`src/rtl/line_buffer_apb_if.sv`:
```
// APB3 slave front-end for the line buffer register block: decodes transfers into
// one-hot selects and a write strobe, returns zero-extended read-back data.
module line_buffer_apb_if #(
   parameter int ADDR_W      = 12,
   parameter int WAIT_CYCLES = 0
) (
   input  logic              pclk,
   input  logic              preset,
   input  logic              psel,
   input  logic              penable,
   input  logic              pwrite,
   input  logic [ADDR_W-1:0] paddr,
   input  logic [31:0]       pwdata,
   output logic [31:0]       prdata,
   output logic              pready,
   output logic              pslverr,
   output logic              apbif_wr,
   output logic [31:0]       apbif_wdata,
   output logic              ctrl_ff_sel,
   output logic              real_depth_ff_sel,
   output logic              line_wr_ff_sel,
   output logic              ram_base_ff_sel,
   output logic              ram_base_offset_ff_sel,
   output logic              actived_chnl_ff_sel,
   output logic              actived_chnl_bits_ff_sel,
   output logic              inactived_chnl_bits_ff_sel,
   output logic              ro_test_ff_sel,
   input  logic [5:0]        ctrl_ff,
   input  logic [15:0]       real_depth_ff,
   input  logic [15:0]       line_wr_ff,
   input  logic [31:0]       ram_base_ff,
   input  logic [31:0]       ram_base_offset_ff,
   input  logic [15:0]       actived_chnl_ff,
   input  logic [31:0]       actived_chnl_bits_ff,
   input  logic [15:0]       inactived_chnl_bits_ff,
   input  logic [23:0]       ro_test_ff
);

   typedef enum logic [1:0] {
      ST_IDLE   = 2'd0,
      ST_ACCESS = 2'd1,
      ST_RESP   = 2'd2
   } state_t;

   state_t      r_state;
   state_t      w_next;
   logic [3:0]  r_cnt;
   logic        r_write;
   logic        r_hit;
   logic [3:0]  r_idx;
   logic [8:0]  r_sel;
   logic        r_wr;
   logic        r_pready;
   logic        r_pslverr;
   logic [31:0] r_prdata;
   logic [31:0] r_wdata;

   logic        w_setup;
   logic        w_hit;
   logic [8:0]  w_dec_sel;
   logic [31:0] w_rdata;

   assign w_setup = psel & ~penable;

   // Address decode: word-aligned 0x00..0x20 with all upper bits clear
   always_comb begin
      w_dec_sel = 9'h000;
      w_hit     = (paddr[1:0] == 2'b00) && (paddr <= ADDR_W'(32'h20));
      for (int i = 0; i < 9; i++) begin
         w_dec_sel[i] = w_hit && (paddr[5:2] == 4'(i));
      end
   end

   // Read-back mux, zero-extending each register to the bus width
   always_comb begin
      w_rdata = 32'h0000_0000;
      case (r_idx)
         4'd0:    w_rdata = {26'h0, ctrl_ff};
         4'd1:    w_rdata = {16'h0, real_depth_ff};
         4'd2:    w_rdata = {16'h0, line_wr_ff};
         4'd3:    w_rdata = ram_base_ff;
         4'd4:    w_rdata = ram_base_offset_ff;
         4'd5:    w_rdata = {16'h0, actived_chnl_ff};
         4'd6:    w_rdata = actived_chnl_bits_ff;
         4'd7:    w_rdata = {16'h0, inactived_chnl_bits_ff};
         4'd8:    w_rdata = {8'h0, ro_test_ff};
         default: w_rdata = 32'h0000_0000;
      endcase
   end

   // State register
   always_ff @(posedge pclk) begin
      if (preset) begin
         r_state <= ST_IDLE;
      end else begin
         r_state <= w_next;
      end
   end

   // Next-state logic; penable in IDLE and psel in RESP are deliberately ignored
   always_comb begin
      w_next = r_state;
      case (r_state)
         ST_IDLE: begin
            if (w_setup) w_next = ST_ACCESS;
            else         w_next = ST_IDLE;
         end
         ST_ACCESS: begin
            if (!psel)              w_next = ST_IDLE;
            else if (r_cnt == 4'd0) w_next = ST_RESP;
            else                    w_next = ST_ACCESS;
         end
         ST_RESP: w_next = ST_IDLE;
         default: w_next = ST_IDLE;
      endcase
   end

   // Transfer capture, wait counter and registered response outputs
   always_ff @(posedge pclk) begin
      if (preset) begin
         r_cnt     <= 4'd0;
         r_write   <= 1'b0;
         r_hit     <= 1'b0;
         r_idx     <= 4'd0;
         r_sel     <= 9'h000;
         r_wr      <= 1'b0;
         r_pready  <= 1'b0;
         r_pslverr <= 1'b0;
         r_prdata  <= 32'h0000_0000;
         r_wdata   <= 32'h0000_0000;
      end else begin
         case (r_state)
            ST_IDLE: begin
               if (w_setup) begin
                  r_cnt   <= 4'(WAIT_CYCLES);
                  r_write <= pwrite;
                  r_hit   <= w_hit;
                  r_idx   <= paddr[5:2];
                  r_sel   <= w_dec_sel;
                  r_wdata <= pwdata;
               end
            end
            ST_ACCESS: begin
               if (!psel) begin
                  r_sel <= 9'h000;
               end else if (r_cnt != 4'd0) begin
                  r_cnt <= r_cnt - 4'd1;
               end else begin
                  r_pready  <= 1'b1;
                  r_wr      <= r_write & r_hit;
                  r_pslverr <= ~r_hit;
                  r_prdata  <= (r_hit && !r_write) ? w_rdata : 32'h0000_0000;
               end
            end
            ST_RESP: begin
               r_pready  <= 1'b0;
               r_wr      <= 1'b0;
               r_pslverr <= 1'b0;
               r_prdata  <= 32'h0000_0000;
               r_sel     <= 9'h000;
            end
            default: begin
               r_pready  <= 1'b0;
               r_wr      <= 1'b0;
               r_pslverr <= 1'b0;
               r_prdata  <= 32'h0000_0000;
               r_sel     <= 9'h000;
            end
         endcase
      end
   end

   assign prdata                     = r_prdata;
   assign pready                     = r_pready;
   assign pslverr                    = r_pslverr;
   assign apbif_wr                   = r_wr;
   assign apbif_wdata                = r_wdata;
   assign ctrl_ff_sel                = r_sel[0];
   assign real_depth_ff_sel          = r_sel[1];
   assign line_wr_ff_sel             = r_sel[2];
   assign ram_base_ff_sel            = r_sel[3];
   assign ram_base_offset_ff_sel     = r_sel[4];
   assign actived_chnl_ff_sel        = r_sel[5];
   assign actived_chnl_bits_ff_sel   = r_sel[6];
   assign inactived_chnl_bits_ff_sel = r_sel[7];
   assign ro_test_ff_sel             = r_sel[8];

endmodule

```
`config.mk`:
```
export PLATFORM = sky130hd
export DESIGN_NAME = line_buffer_apb_if
export DESIGN_NICKNAME = d
export VERILOG_FILES = /design/src/rtl/line_buffer_apb_if.sv
export SDC_FILE = /design/constraint.sdc
export NUM_CORES = 1
export LEC_CHECK = 0
export CAP_MARGIN = 15
export CORE_MARGIN = 5
export CORE_UTILIZATION = 31
export DETAILED_ROUTE_END_ITERATION = 16
export HOLD_SLACK_MARGIN = 0.1
export PLACE_DENSITY = 0.83
export SETUP_SLACK_MARGIN = 0.3
export SYNTH_ARGS = -nofsm -noshare
export SYNTH_HDL_FRONTEND = slang
export SYNTH_SLANG_ARGS = --single-unit
```
`constraint.sdc`:
```
create_clock -name pclk -period 2.2 [get_ports pclk]
set_clock_uncertainty 0.05 [all_clocks]
set_input_delay 0.33 -clock pclk [delete_from_list [all_inputs] [get_ports pclk]]
set_output_delay 0.33 -clock pclk [all_outputs]
set_load 0.1 [all_outputs]
```
==> flow_metrics.py <==
metrics = {
    "outcome": {
        "status": "completed",
    },
    "layout": {
        "layout_commonest_cell": "clkdlybuf4s50_1",
        "nets": 1101,
        "fin_cells": 1051,
        "drive_gt1_share_pct": 18.4,
        "final_util_pct": 56.6,
        "syn_to_final_growth_pct": 78.9,
        "stdcell_area_um2": 8250,
        "final_cell_mix": "237 x clkdlybuf4s50_1, 106 x nand2_1, 98 x buf_4",
    },
    "setup_path": {
        "crit_required_ps": 2420,
        "max_stage_delay_ps": 360,
        "critPathKind": "register to register",
        "critPathLaunchType": "register",
        "path_cells": "inv_2, ha_1, and4bb_4, and2_4, buf_6, nor2_4, buf_6, a2bb2oi_1, nor2_1",
        "crit_path_end_kind": "register",
        "cp_common_cell": "buf_6",
        "crit_slowest_cell": "dfxtp_2",
        "worstPathArrival_ps": 2040,
        "reg2reg_depth": 9,
        "r2r_slack_ps": 390,
        "path_max_fanout": 8,
    },
    "grt": {
        "antenna_found_initial": 3,
        "grt_overflow": 0,
        "grt_pass1_wl_mm": 30.7,
        "grt_pass1_vias": 5535,
        "grtUsageTotal_pct": 22.1,
        "grt_max_degree": 51,
    },
    "cts": {
        "clk_pin_slew_ps": 70,
        "cts_made_buffers": 9,
        "cts_root_buf": "clkbuf_16",
        "cts_tree": "yes",
        "htreeDepth": 3,
        "clock-sinks": 88,
        "clock_path_buffers": 2,
        "clock_latency_ps": 350,
    },
    "sta": {
        "maxSlewViolCount": 0,
        "tns_ps": 0,
        "relSlewSlack_pct": 66.3,
        "hold_viol": 0,
        "max_clock_freq_ghz": 0.552,
        "finalSetupViolations": 0,
        "fin_crit_ps": 1810,
        "rsz0062_at_grt": "yes",
        "fin_crit_sh_pct": 82.3,
        "worst_pin_slew_ps": 505,
    },
    "floorplan": {
        "std_cell_rows": 44,
        "die_x_um": 132,
        "initial_core_util_pct": 31.6,
        "die_h_um": 132,
        "coreArea_um2": 14600,
        "io_pins": 315,
        "die_area_um2": 17400,
    },
    "logic_synthesis": {
        "synth-seq-cells": 88,
        "synthTopCellsByArea": "dfxtp_1 38%, nand2_1 8.6%, mux2i_1 6.7%, a21oi_1 4.8%, nor2_1 4.1%",
        "netlist_instances": 550,
        "synth-edff-count": 0,
        "synth_largest_area_cell": "dfxtp_1",
        "synth_fp_nets": 791,
        "netlist_area_um2": 4610,
        "ys.flop_type": "dfxtp_1",
        "yosysWarnings": 0,
        "ys_seq_area_share_pct": 38.2,
        "avgSynthCellArea_um2": 8.39,
        "synth_top_area_share_pct": 38.2,
        "synth.distinct_cells": 53,
        "async_reset_ff_share_pct": 0,
    },
    "pwr": {
        "ir_worst_vdd_uv": 501,
        "power_leakage_nw": 3.12,
        "power_density_nw_per_um2": 537,
    },
    "place": {
        "placed_area_um2": 7830,
        "dp_hpwl_mm": 16.1,
        "gp_congestion": 0.899,
        "port_buffers": 314,
        "placed_cells": 1030,
    },
    "detailed_routing": {
        "drc_errors": 0,
        "drt_first_iter_violations": 412,
        "via_per_inst": 5.25,
        "antenna_left": 0,
        "wl_per_cell_um": 19.2,
        "first_pass_iters": 5,
        "wl_mm": 20.2,
        "dr_total_vias": 5517,
    },
    "run": {
        "cap_viol_max_count": 0,
    },
    "worst_hold_path": {
        "min-delay-path-class": "primary input to register",
        "min_delay_path_depth": 3,
    },
}
[worst max-delay path, delay by kind of cell, from the launching register on]
family	cells	cell delay, ps
flip-flops	1	360
adder cells (fa/ha/maj)	1	180
AO/OA/AOI/OAI	1	80
buffers and inverters	3	340
AND/OR/NAND/NOR	4	720
[power by group]
group	internal (W)	total, W	switching, W
clock	0.000908	0.00162	0.000715
sequential	0.00163	0.00166	0.0000328
combinational	0.000594	0.00114	0.000551
total	0.00313	0.00443	0.00130
[path summary, 6_finish.rpt]
path	start	end
max	r_cnt[0]	prdata[28]
min	preset	r_state[1]
min reg2reg	prdata[15]	prdata[15]
max reg2reg	r_cnt[0]	prdata[28]
[layer usage]
metal  GRT usage [%]  share of wire (%)  vias up
met5               0              0.064        -
met4            6.57                2.3        2
met3            9.54                 11       31
met2            37.0                 49      282
met1            25.7                 38     2557
li1                -                  -     2645
[area by class of cell]
cell class                      count  area (um2)
Tap cell                          184         230
Clock buffer                        9         225
Multi-Input combinational cell    410        2690
Timing Repair Buffer              343        3220
Clock inverter                      7        83.8
Antenna cell                        2        5.00
Sequential cell                    88        1770
Fill cell                        1296        6340
Inverter                            8        30.0
[stage by stage]
step	power [W]	hold slack, ps	setup WS (ps)
CTS	0.00446	359	307
floorplan	0.00223	395	367
global route	0.00461	422	295
finish	0.00443	387	389
global placement	0.00281	386	54.0
detailed placement	0.00282	393	-11.1
[what timing repair did]
action,CTS,global route
hold buffers,0,0
setup buffers,2,0
pin swaps,1,4
hold endpoints to repair,0,0
gates resized for setup,4,21
setup endpoints to repair,23,33
gates cloned,0,1
[cell usage after synthesis, types with 10 or more instances]
master / count
a22oi_1: 12
clkbuf_1: 19
dfxtp_1: 88
o21ai_0: 17
a221oi_1: 15
nand2_1: 106
nor2_1: 50
nor2b_1: 11
buf_2: 20
nor3_1: 10
a21oi_1: 44
a2bb2oi_1: 17
mux2i_1: 31
[state kept, by name, indices dropped and copies added, names as in the netlist]
register	count
r_hit	1
r_idx	4
r_sel	9
r_write	1
r_state	2
pslverr	1
apbif_wdata	32
prdata	32
apbif_wr	1
r_cnt	4
pready	1
[cell families (layout without fill, tap and decap cells)]
logic type | after synthesis | in the layout | synth area share [%]
mux | 41 | 41 | 10.9
compound gates | 155 | 155 | 23.9
flops | 88 | 88 | 38.2
xor+xnor | 2 | 2 | 0.380
simple gates | 210 | 210 | 20.9
buf+inv | 52 | 367 | 5.23
fa+ha+maj | 2 | 2 | 0.542
other cells | 0 | 2 | 0
No activity file was read; power rests on OpenSTA's default activity.
